### src/rtl/db_timer_arbiter.sv
// Round-robin arbiter sharing one prescaled debounce interval timer among N debouncers.
// Optional build macro DBT_RESTART_EN: a repeat request from the served channel restarts its interval.
module db_timer_arbiter #(
  parameter int N        = 4,
  parameter int TICKS    = 16,
  parameter int PRESCALE = 1000,
  localparam int CW  = (TICKS > 1) ? $clog2(TICKS) : 1,
  localparam int PW  = (PRESCALE > 1) ? $clog2(PRESCALE) : 1,
  localparam int CHW = $clog2(N)
) (
  input  logic           clk,
  input  logic           rst_n,
  input  logic [N-1:0]   strt,
  output logic [N-1:0]   cnt,
  output logic           busy,
  output logic [CHW-1:0] act_ch,
  output logic [N-1:0]   pend
);

  typedef enum logic [1:0] {
    IDLE = 2'd0,
    RUN  = 2'd1,
    DONE = 2'd2
  } state_t;

  localparam logic [PW-1:0]  PSC_MAX  = PW'(PRESCALE - 1);
  localparam logic [CW-1:0]  TICK_MAX = CW'(TICKS - 1);
  localparam logic [CHW-1:0] LAST_CH  = CHW'(N - 1);

  state_t         state_reg;
  logic [N-1:0]   pend_reg;
  logic [N-1:0]   pend_next;
  logic [N-1:0]   cnt_reg;
  logic           busy_reg;
  logic [CHW-1:0] act_ch_reg;
  logic [CHW-1:0] rr_ptr_reg;
  logic [PW-1:0]  psc_reg;
  logic [CW-1:0]  tick_reg;

  logic [N-1:0]   act_dec;
  logic [CHW-1:0] winner;
  logic           found;
  logic           restart;
  int             idx;

  // Set wins over the DONE-edge clear, so a request in the DONE cycle re-queues.
  for (genvar gi = 0; gi < N; gi++) begin : g_chan
    assign act_dec[gi]   = (act_ch_reg == CHW'(gi));
    assign pend_next[gi] = strt[gi] | (pend_reg[gi] & ~((state_reg == DONE) & act_dec[gi]));
  end

`ifdef DBT_RESTART_EN
  assign restart = strt[act_ch_reg];
`else
  assign restart = 1'b0;
`endif

  // First pending channel at or after rr_ptr, wrapping through N-1 to 0.
  always_comb begin
    winner = rr_ptr_reg;
    found  = 1'b0;
    idx    = 0;
    for (int k = 0; k < N; k++) begin
      idx = int'(rr_ptr_reg) + k;
      if (idx >= N) idx = idx - N;
      if (!found && pend_reg[idx]) begin
        found  = 1'b1;
        winner = CHW'(idx);
      end
    end
  end

  always_ff @(posedge clk) begin
    if (!rst_n) begin
      state_reg  <= IDLE;
      pend_reg   <= '0;
      cnt_reg    <= '0;
      busy_reg   <= 1'b0;
      act_ch_reg <= '0;
      rr_ptr_reg <= '0;
      psc_reg    <= '0;
      tick_reg   <= '0;
    end else begin
      pend_reg <= pend_next;
      case (state_reg)
        IDLE: begin
          cnt_reg <= '0;
          if (found) begin
            act_ch_reg <= winner;
            rr_ptr_reg <= (winner == LAST_CH) ? '0 : winner + 1'b1;
            psc_reg    <= '0;
            tick_reg   <= '0;
            busy_reg   <= 1'b1;
            state_reg  <= RUN;
          end
        end
        RUN: begin
          if (restart) begin
            psc_reg  <= '0;
            tick_reg <= '0;
          end else if (psc_reg == PSC_MAX) begin
            psc_reg <= '0;
            if (tick_reg == TICK_MAX) begin
              cnt_reg   <= act_dec;
              state_reg <= DONE;
            end else begin
              tick_reg <= tick_reg + 1'b1;
            end
          end else begin
            psc_reg <= psc_reg + 1'b1;
          end
        end
        DONE: begin
          cnt_reg   <= '0;
          busy_reg  <= 1'b0;
          state_reg <= IDLE;
        end
        default: begin
          cnt_reg   <= '0;
          busy_reg  <= 1'b0;
          state_reg <= IDLE;
        end
      endcase
    end
  end

  assign cnt    = cnt_reg;
  assign busy   = busy_reg;
  assign act_ch = act_ch_reg;
  assign pend   = pend_reg;

endmodule

### config.mk
export PLATFORM = sky130hd
export DESIGN_NAME = db_timer_arbiter
export DESIGN_NICKNAME = d
export VERILOG_FILES = /design/src/rtl/db_timer_arbiter.sv
export SDC_FILE = /design/constraint.sdc
export NUM_CORES = 1
export LEC_CHECK = 0
export BUFFER_PORTS_ARGS = -buffer_cell sky130_fd_sc_hd__buf_2
export CAP_MARGIN = 20
export CORE_MARGIN = 5
export CORE_UTILIZATION = 57
export DETAILED_ROUTE_END_ITERATION = 10
export PLACE_DENSITY = 0.78
export SETUP_SLACK_MARGIN = 0.5
export SLEW_MARGIN = 20
export SYNTH_ARGS = -nofsm -noshare
export SYNTH_HDL_FRONTEND = slang
export SYNTH_SLANG_ARGS = --single-unit
### constraint.sdc
create_clock -name clk -period 2.2 [get_ports clk]
set_input_delay 0.11 -clock clk [delete_from_list [all_inputs] [get_ports clk]]
set_output_delay 0.11 -clock clk [all_outputs]
set_load 0.01 [all_outputs]
==> qor.yml <==
outcome: "complete, no violations"
die_y_um: 61.8
largest_reg_flops: 10
initialDrtViolationCount: 100
route.detailed.drc: 0
fill_cells: 180
synth_area_leader_cell: "dfxtp_1"
max_slew_margin_pct: 70.8
ys_seq_area_share_pct: 37.9
grt.overflow.total: 0
wl_per_cell_um: 15.3
synth_xor_area_share_pct: 1.72
die_w_um: 61.8
period_share_pct: 74.7
antenna_found_initial: 0
grt_pass1_wl_mm: 6.18
switchingPower_mw: 0.332
required_ns: 2.44
worst_pin_slew_ns: 0.437
hold_viol: 0
muxShareOfSynthArea_pct: 4.00
place_congestion: 0.885
grt_max_degree: 13
multi_input_area_um2: 921
ant_nets: 0
drive_gt1_share_pct: 25.8
first_pass_iters: 5
insertedDiodeCount: 0
synth.avg_cell_area_um2: 8.23
synth_top_family_by_area: "simple AND/OR/NAND/NOR gates"
fmax_mhz: 609
routed_wirelength_mm: 3.79
synth-adder-area-share_pct: 1.63
vias: 1513
wl_met1_mm: 1.71
final-seq-area_um2: 591
reg2reg_slack_ns: 0.56
wl_met2_mm: 1.75
tns_ns: 0
synth_compound_area_share_pct: 20.5
portBuffers: 16
cts_max_level: 2
synth_ff_type: "dfxtp_1"
synth_common_cells: "dfxtp_1, nor2_1, a21oi_1, nand2_1, nor2b_1"
end_kind: "flip-flop"
hp-class: "input port to flip-flop"
skew_ns: 0.0178
io_pins: 17
rsz0062_at_grt: "yes"
grt_usage_pct: 21.7
p_leak_nw: 0.737
vias_per_cell: 6.13
p_seq_share_pct: 51.3
synthSimpleGateAreaFrac_pct: 28.3
placementRows: 18
cellPowerDensity_mw_per_mm2: 619
period_minus_slack_ns: 1.64
nets: 224
critPathLaunchType: "flip-flop"
cts_tree: "done"
synth_edf_count: 0
synth_area_leaders: "dfxtp_1, a21oi_1, nor2_1"
drv_slew: 0
cp.arrival_ns: 1.88
wl_met3_um: 237
synthArstFlopShare_pct: 0
clockBufferDepth: 2
intPower_mw: 0.813
p_clk_share_pct: 32.6
insertion_delay_ns: 0.34
cts_inserted_buffers: 5
initial_core_util_pct: 60.7
cts_num_sinks: 29
drv_cap: 0
synth_seq_cells: 29
setup_violations: 0
synthesis.area_mm2: 0.00153
fin_util_pct: 73.3
cp_max_fo: 5
yosysUniqueCellTypes: 46
syn_nets: 194
die-area_mm2: 0.00382
hpwl_mm: 2.38
syn2layout_area_growth_pct: 20.8
netlist_instances: 186
core_mm2: 0.00252
ir_drop_uv: 575
path_class: "flip-flop to flip-flop"
top_layer_used: "met4"
path_clk_slew_ns: 0.10
swShare_pct: 29.0
grt_pass1_vias: 1353
synth_most_common_cell: "dfxtp_1"
power_frac_comb_pct: 16.0
yosys_warnings: 0
synth_top_cell_area_share_pct: 37.9
cts_root_buf: "clkbuf_4"
-- critical path, stage by stage (launching register included) --
cell	delay, ns
dfxtp_4	0.37
ha_4	0.14
nand4_1	0.12
buf_4	0.18
nor3_4	0.19
nor2b_2	0.08
buf_2	0.17
a21o_1	0.16
and3_1	0.15
-- final timing paths --
check,startpoint,endpoint,cells past startpoint
worst max-delay path,psc_reg[1],psc_reg[6],8
worst min register to register,busy,busy,1
worst min-delay path,rst_n,rr_ptr_reg[1],3
worst max register to register,psc_reg[1],psc_reg[6],8
-- power by group through the flow --
stage	Clock, mW	Sequential, mW	Combinational, mW
after floorplan	0	0.580	0.142
after global placement	0	0.594	0.158
after detailed placement	0	0.597	0.164
after CTS	0.378	0.584	0.173
after global routing	0.417	0.592	0.202
final	0.374	0.587	0.184
-- placed cells by master, fill, tap and decap left out, types with 2 or more instances in the layout --
master	Yosys	final
xor2_1	3	3
nor2_1	26	26
mux2i_1	5	5
clkbuf_8	1	2
nor2b_2	0	2
nand4_1	2	2
clkbuf_4	0	5
buf_2	4	17
o21a_1	2	2
dlygate4sd3_1	0	4
nor2b_1	9	7
dfxtp_1	29	25
and3_1	5	5
a21oi_1	20	19
inv_1	3	3
nand3_1	7	7
o21ai_0	6	6
a22oi_1	3	3
a311oi_1	4	3
buf_4	2	12
o211a_1	2	2
nand2b_1	3	3
nand2_1	13	13
dfxtp_4	0	2
dfxtp_2	0	2
nor3_1	8	8
a211oi_1	3	3
-- cell type report --
class | count | share of cell area [%]
multi-input combinational | 143 | 49.8
sequential | 29 | 31.9
timing repair buffer | 33 | 11.6
clock buffer | 7 | 3.52
tap | 30 | 2.03
inverter | 4 | 0.812
clock inverter | 1 | 0.271
-- cell families after synthesis --
kind of cell	count (synthesis)
AO/OA/AOI/OAI	48
AND/OR/NAND/NOR	84
multiplexers	6
flip-flops	29
adder cells (fa/ha/maj)	2
buffers and inverters	14
XOR/XNOR	3
-- timing repair --
action	CTS	global route
pin swaps	4	5
hold buffers	4	0
hold endpoints to repair	4	0
setup endpoints to repair	10	15
gates resized for setup	6	13
buffers inserted	7	2
gates cloned	0	1
-- per-stage QoR --
step	setup WS [ns]	cells	power (mW)	hold WS (ns)	instance area [µm²]
after detailed placement	0.395	225	0.761	0.322	1600
after global routing	0.477	247	1.21	0.0657	1850
final	0.558	247	1.14	0.0683	1850
after global placement	0.506	225	0.752	0.313	1600
after CTS	0.502	244	1.14	0.0582	1770
after floorplan	0.620	186	0.722	0.227	1530
-- metal layers --
metal  up-vias  track usage (%)
met1       692             29.8
met5         -                0
met3        12             5.58
met2        76             32.7
met4         0             8.48
li1        733                -
(Power assumes the default switching activity.)
